**src/rtl/muldiv_seq.sv**
```systemverilog
// Sequential RV32 M-extension unit: 32-cycle shift-add multiply and restoring divide.
// Optional build macro MULDIV_EARLY_OUT_EN sends divide-by-zero and signed overflow straight to FIX.
module muldiv_seq #(
   parameter int XLEN = 32
) (
   input  logic            clk,
   input  logic            rst,
   input  logic            start,
   input  logic [2:0]      func3,
   input  logic [XLEN-1:0] rs1,
   input  logic [XLEN-1:0] rs2,
   input  logic            kill,
   output logic            busy,
   output logic            done,
   output logic [XLEN-1:0] result
);

   typedef enum logic [1:0] {IDLE, CALC, FIX, DONE} state_t;

   state_t              state_q, state_d;
   logic [2:0]          op_q;
   logic [2*XLEN-1:0]   acc_q;
   logic [XLEN-1:0]     a_q, b_q, fix_q, result_q;
   logic                a_neg_q, b_neg_q, dz_q, ovf_q;
   logic [5:0]          cnt_q;

   logic                is_div_in, sa_in, sb_in, a_neg_in, b_neg_in, dz_in, ovf_in, early_in, accept;
   logic [XLEN-1:0]     a_mag_in, b_mag_in;
   logic [XLEN:0]       mul_sum, div_trial;
   logic [2*XLEN-1:0]   mul_next, div_next, prod;
   logic [XLEN-1:0]     quot, rem_mag, rem, fix_val;

   // Sign interpretation of each operand follows the op group (mul family vs div family)
   assign is_div_in = func3[2];
   assign sa_in     = is_div_in ? ~func3[0] : (func3[1:0] != 2'b11);
   assign sb_in     = is_div_in ? ~func3[0] : ~func3[1];
   assign a_neg_in  = sa_in & rs1[XLEN-1];
   assign b_neg_in  = sb_in & rs2[XLEN-1];
   assign a_mag_in  = a_neg_in ? -rs1 : rs1;
   assign b_mag_in  = b_neg_in ? -rs2 : rs2;
   assign dz_in     = is_div_in & (rs2 == '0);
   assign ovf_in    = is_div_in & ~func3[0] & (rs1 == {1'b1, {(XLEN-1){1'b0}}}) & (rs2 == '1);
   assign accept    = (state_q == IDLE) & start & ~kill;

`ifdef MULDIV_EARLY_OUT_EN
   assign early_in = dz_in | ovf_in;
`else
   assign early_in = 1'b0;
`endif

   // One iteration: multiply adds B into the high half then shifts right; divide shifts left and trial-subtracts
   assign mul_sum   = {1'b0, acc_q[2*XLEN-1:XLEN]} + (acc_q[0] ? {1'b0, b_q} : '0);
   assign mul_next  = {mul_sum, acc_q[XLEN-1:1]};
   assign div_trial = acc_q[2*XLEN-1:XLEN-1] - {1'b0, b_q};
   assign div_next  = div_trial[XLEN] ? {acc_q[2*XLEN-2:0], 1'b0}
                                      : {div_trial[XLEN-1:0], acc_q[XLEN-2:0], 1'b1};

   assign prod    = (a_neg_q ^ b_neg_q) ? -acc_q : acc_q;
   assign quot    = dz_q  ? '1 :
                    ovf_q ? {1'b1, {(XLEN-1){1'b0}}} :
                    (a_neg_q ^ b_neg_q) ? -acc_q[XLEN-1:0] : acc_q[XLEN-1:0];
   assign rem_mag = dz_q ? a_q : acc_q[2*XLEN-1:XLEN];
   assign rem     = ovf_q ? '0 : (a_neg_q ? -rem_mag : rem_mag);

   always_comb begin
      // NOTE: every always_comb output gets a default first so no latch can be inferred
      fix_val = quot;
      case (op_q)
         3'b000:                 fix_val = prod[XLEN-1:0];
         3'b001, 3'b010, 3'b011: fix_val = prod[2*XLEN-1:XLEN];
         3'b110, 3'b111:         fix_val = rem;
         default:                fix_val = quot;
      endcase
   end

   always_comb begin
      state_d = state_q;
      busy    = (state_q != IDLE);
      done    = 1'b0;
      case (state_q)
         IDLE: if (accept) state_d = early_in ? FIX : CALC;
         CALC: if (cnt_q == 6'(XLEN-1)) state_d = FIX;
         FIX:  state_d = DONE;
         DONE: begin
            done    = 1'b1;
            state_d = IDLE;
         end
         default: state_d = IDLE;
      endcase
      // kill outranks both start and the DONE pulse
      if (kill && state_q != IDLE) begin
         state_d = IDLE;
         done    = 1'b0;
      end
   end

   always_ff @(posedge clk or posedge rst) begin
      if (rst) state_q <= IDLE;
      else     state_q <= state_d;
   end

   always_ff @(posedge clk or posedge rst) begin
      if (rst) begin
         op_q     <= '0;
         acc_q    <= '0;
         a_q      <= '0;
         b_q      <= '0;
         a_neg_q  <= 1'b0;
         b_neg_q  <= 1'b0;
         dz_q     <= 1'b0;
         ovf_q    <= 1'b0;
         cnt_q    <= '0;
         fix_q    <= '0;
         result_q <= '0;
      end else begin
         // NOTE: non-blocking assignments so every register samples pre-edge values
         case (state_q)
            IDLE: if (accept) begin
               op_q    <= func3;
               a_q     <= a_mag_in;
               b_q     <= b_mag_in;
               acc_q   <= {{XLEN{1'b0}}, a_mag_in};
               a_neg_q <= a_neg_in;
               b_neg_q <= b_neg_in;
               dz_q    <= dz_in;
               ovf_q   <= ovf_in;
               cnt_q   <= '0;
            end
            CALC: begin
               cnt_q <= cnt_q + 6'd1;
               acc_q <= op_q[2] ? div_next : mul_next;
            end
            FIX:  fix_q <= fix_val;
            DONE: if (!kill) result_q <= fix_q;
            default: ;
         endcase
      end
   end

   // Result shows the fresh value during the done cycle and is held in result_q afterwards
   assign result = done ? fix_q : result_q;

endmodule

```
**config.mk**
```make
export PLATFORM = sky130hd
export DESIGN_NAME = muldiv_seq
export DESIGN_NICKNAME = d
export VERILOG_FILES = /design/src/rtl/muldiv_seq.sv
export SDC_FILE = /design/constraint.sdc
export NUM_CORES = 1
export LEC_CHECK = 0
export ABC_AREA = 1
export ABC_CLOCK_PERIOD_IN_PS = 7510
export CAP_MARGIN = 40
export CORE_ASPECT_RATIO = 0.8
export CORE_MARGIN = 2
export CORE_UTILIZATION = 51
export DETAILED_ROUTE_END_ITERATION = 7
export GPL_TIMING_DRIVEN = 0
export PLACE_DENSITY = 0.72
export REMOVE_ABC_BUFFERS = 1
export SYNTH_ARGS = -nofsm -noshare
export SYNTH_HDL_FRONTEND = slang
export SYNTH_SLANG_ARGS = --single-unit
```
**constraint.sdc**
```tcl
create_clock -name clk -period 7.51 [get_ports clk]
set_input_delay 1.502 -clock clk [delete_from_list [all_inputs] [get_ports clk]]
set_output_delay 1.502 -clock clk [all_outputs]
set_load 0.01 [all_outputs]
```
# After elaboration in Yosys (flattened, before gate mapping)
# Cells that the tools add are included.
# totals
in_bits	71
ff_bits	207
elab_cells	85
out_inout_bits	34
# op_classes
eq_ne	15
n_mux	26
bitwise_logic	12
n_reduce_logical	12
addsub	8
# ops
operator	count
$mux W32	10
$mux W64	4
$neg A32 Y32	4
$pmux W64 S2	1
$pmux W32 S3	1
$eq A32 B32 Y1 const B	2
$neg A64 Y64	1
$add A32 B32 Y33	1
$sub A33 B32 Y33	1
$logic_not A32 Y1	1
$pmux W6 S2	1
$and A1 B1 Y1	8
$pmux W2 S4	1
$reduce_and A2 Y1	4
$add A6 B1 Y6 const B	1
$eq A3 B2 Y1 const B	2
$eq A3 B3 Y1 const B	2
$eq A6 B5 Y1 const B	1
$mux W2	3
$mux W6	1
$eq A2 B2 Y1 const B	2
$mux W1	4
$ne A2 B2 Y1 const B	2
$reduce_bool A2 Y1	2
11 further kinds	13

# Longest topological paths before layout
# logic_depth
ltp_word	6
mapped_depth	19
depth_no_buf	18

# Worst setup path before layout
# No wires, ideal clock.
# synth_path
kind	in2out
start	input port kill
end	output port result[10]
t_arrival_ns	2.491
required_time_ns	6.008
cell_stages	8
setup_slack_ns	3.517
path_buffers	2
path_cell_list	inv_1 nor2_1 inv_1 nand2_1 clkbuf_1 clkbuf_1 nand2_1 o21ai_0
# synth_between
elab_chain_cells	3
# synth_rtl
element	line	source
start, declared	12	input logic kill,
$logic_and A1 B1 Y1	91	if (kill && state_q != IDLE) begin
$mux W1	91	
$mux W32	141	assign result = done ? fix_q : result_q;
end, declared	15	output logic [XLEN-1:0] result
# No other way between the ends.

# Final worst setup path
# layout_path
start	input port kill
end	output port result[27]
# Same word-level chain as after synthesis.

==> summary.txt <==
Status: complete, no violations
Worst-path clk slew: 0.05 ns
Clk_lat worst skew: 0.56 ns
M2 GR Usage: 0.467
Synth cell types: 60
Area Growth Syn to Fin: 11.7%
Ports: 105
Final non-filler cell total: 4,299
Total GRT Usage: 0.363
Period utilization: 0.662
CP Launch Type: input pin
Share of layout cells above drive strength 1: 0.0446
IO Port Bufs: 104
Row count: 67
Mapped Area: 21,400 sq um
CP required: 6.01 ns
Via Count: 24,100
Ys async rst share: 1.00
Fraction of the mapped netlist area in adder cells: 0.0451
Global route overflow: 0
Worst slew pin tran: 0.898 ns
Synth Area in Compound Gates: 0.131
Die X: 233 um
Mean post-synth cell area: 5.79 sq um
Synth Instances: 3,701
Largest net degree at the start of global routing: 122
Crit end category: output port
CTS tree: done
# diodes: 0
Placed Cells: 4,255
Global routing usage on met1: 0.564
Setup crit end: result[27]
Yosys top cell area share: 0.242
Worst r2r src: op_q[2]
Period minus WS final: 4.97 ns
Clock tree buffer depth: 3
Unrepaired setup endpoints after global routing: no
Number of synthesized flops with an enable pin: 0
Synth top area cells: dfrtp_1 24%, nand2_1 22%, inv_1 8.8%
Initial core utilization: 0.515
Final setup vio count: 0
Yosys warns: 0
Clock Tree Root: clkbuf_16
Total Wirelength: 80,100 um
CTS buffer count: 24
Initial antenna violation count: 1
DRC Markers: 0
Post-synthesis sequential area ratio: 0.242
Largest family of logic cells by synthesized area: simple AND/OR/NAND/NOR gates
Crit Path Max Fanout: 60
Final ANT Viol Nets: 0
Worst EP arrival: 3.47 ns
Die Ht: 187 um
Vias per inst: 5.60
DR iter-0 viols: 3,256
Leak: 12.4 nW
Mux share of post-synthesis cell area: 0
Gpl congestion: 1.07
Design Power: 11.5 mW
Area leader, netlist: dfrtp_1
Crit Path Class: input pin to output port
Fin Clk Skew: 0.0327 ns
Core region area: 41,700 sq um
Drt first pass iters: 7
Top FF cell, synth: dfrtp_1
Global-route wire length before repair: 122,000 um
Post-synthesis simple-gate area fraction: 0.428
Max Cap Viol: 0
Number of synthesized register bits: 207
PostCTS Resize Cnt: 0
Fmax: 201 MHz
Power per cell area: 482 nW/um^2
Post-CTS Setup Repair Bufs: 0
Slew margin rel.: 0.400
Crit path from: kill
CTS sink cnt: 207
FF-to-FF path depth: 9
# hold bufs at CTS: 0
Number of global-route vias before repair: 20,700
Post-DP HPWL: 63,400 um
Die area: 43,700 sq um
H-tree depth: 1
RR Endpoint: fix_q[11]
Worst reg2reg setup slack: 3.76 ns
Final net count: 3,877
GRT Max-Usage Layer: met1
Fin. max-slew vios: 0
Fill count: 4,298
VDD IR-drop max: 0.000193 V
Met3 global-route usage: 0.142
Worst min path class: register to register
XOR/XNOR Fraction of Synth Area: 0.0347
Endpoints failing hold: 0
Routed length per instance: 18.6 um
## placed cells by master, fill, tap and decap left out, drive strengths merged, types with 5 or more instances in the layout
master and count:
o21ai 298, nor2 379, nand4 43, nor4 14, inv 510, and2 5
o211ai 15, clkinv 10, xnor2 14, a211oi 5, nor3 30, ha 74
buf 25, xor2 71, dfrtp 207, nand2 1280, nand3 384, o21bai 8
clkbuf 31, or2 12, a31oi 14, clkdlybuf4s50 104, a21oi 169, nand3b 14
## layer usage
layer  part of all wire  wire [um]
met1               0.46      36600
met4              0.017       1370
met3               0.16      12500
met2               0.37      29600
met5                  0          0
## power breakdown
part,internal [mW],switching (mW)
Sequential,1.62,0.745
Clock,0.755,0.507
Combinational,2.55,5.35
## stage by stage
stage,utilization,setup slack [ns],cell area [sq um],hold slack [ns],setup TNS (ns)
finish,0.574,2.54,23900,0.477,0
global route,0.574,2.41,23900,0.499,0
CTS,0.574,2.56,23900,0.481,0
detailed placement,0.554,2.58,23100,0.466,0
global placement,0.541,-2.61,22500,0.461,-607.13
floorplan,-,0.356,20800,0.449,0
## synthesized netlist by cell type (3+ instances only)
cell type and instances:
a211oi_1 5, a21o_1 4, a21oi_1 167, a31oi_1 14, and2_1 4, and3_1 4, buf_1 4, buf_2 23
buf_4 4, buf_6 9, clkbuf_1 83, clkinv_1 3, dfrtp_1 207, ha_1 74, inv_1 500, inv_2 9
nand2_1 1260, nand2_2 13, nand2_4 6, nand3_1 369, nand3_2 14, nand3b_1 14, nand4_1 43, nor2_1 357
nor2_2 15, nor2_4 7, nor3_1 30, nor4_1 14, o211ai_1 15, o21ai_0 262, o21ai_1 29, o21ai_2 7
o21bai_1 7, o22ai_1 4, or2_2 9, xnor2_1 14, xor2_1 71
## how the worst min path moves through the flow
stage / startpoint / to / slack, ns / depth (start not counted)
after detailed placement: fix_q[5] / fix_q[5] / 0.47 / 2
final: fix_q[25] / fix_q[25] / 0.48 / 2
after global routing: a_q[24] / a_q[24] / 0.50 / 2
after global placement: a_q[28] / a_q[28] / 0.46 / 2
after floorplan: fix_q[31] / fix_q[31] / 0.45 / 2
after CTS: fix_q[5] / fix_q[5] / 0.48 / 2
## cell type report
type | count | area [sq um] | area share
Clock buffer | 31 | 658 | 0.0275
Clock inverter | 12 | 169 | 0.00706
Inverter | 514 | 1940 | 0.0811
Multi-Input combinational cell | 2854 | 13800 | 0.575
Sequential cell | 207 | 5190 | 0.217
Tap cell | 552 | 691 | 0.0289
Timing Repair Buffer | 129 | 1530 | 0.0640
## kinds of logic after synthesis
family	Yosys count
xor gates and xnor gates	85
and+or+nand+nor	2166
buffers and inverters	640
AOI/OAI and AO/OA	527
DFF	207
adders and majority gates	76
## critical path, stage by stage
cell	delay [ns]
clkdlybuf4s50_1	0.40
inv_1	0.14
nor2_1	0.05
inv_1	0.17
nand2_2	0.15
buf_12	0.21
o21ai_0	0.23
clkdlybuf4s50_1	0.58
## flip-flops by register name, summed over array words and instances, names as in the netlist
register,flops
a_neg_q,1
a_q,32
acc_q,64
b_neg_q,1
b_q,32
cnt_q,6
dz_q,1
fix_q,32
op_q,3
ovf_q,1
result_q,32
state_q,2
Power figures use the tool's default switching activity.
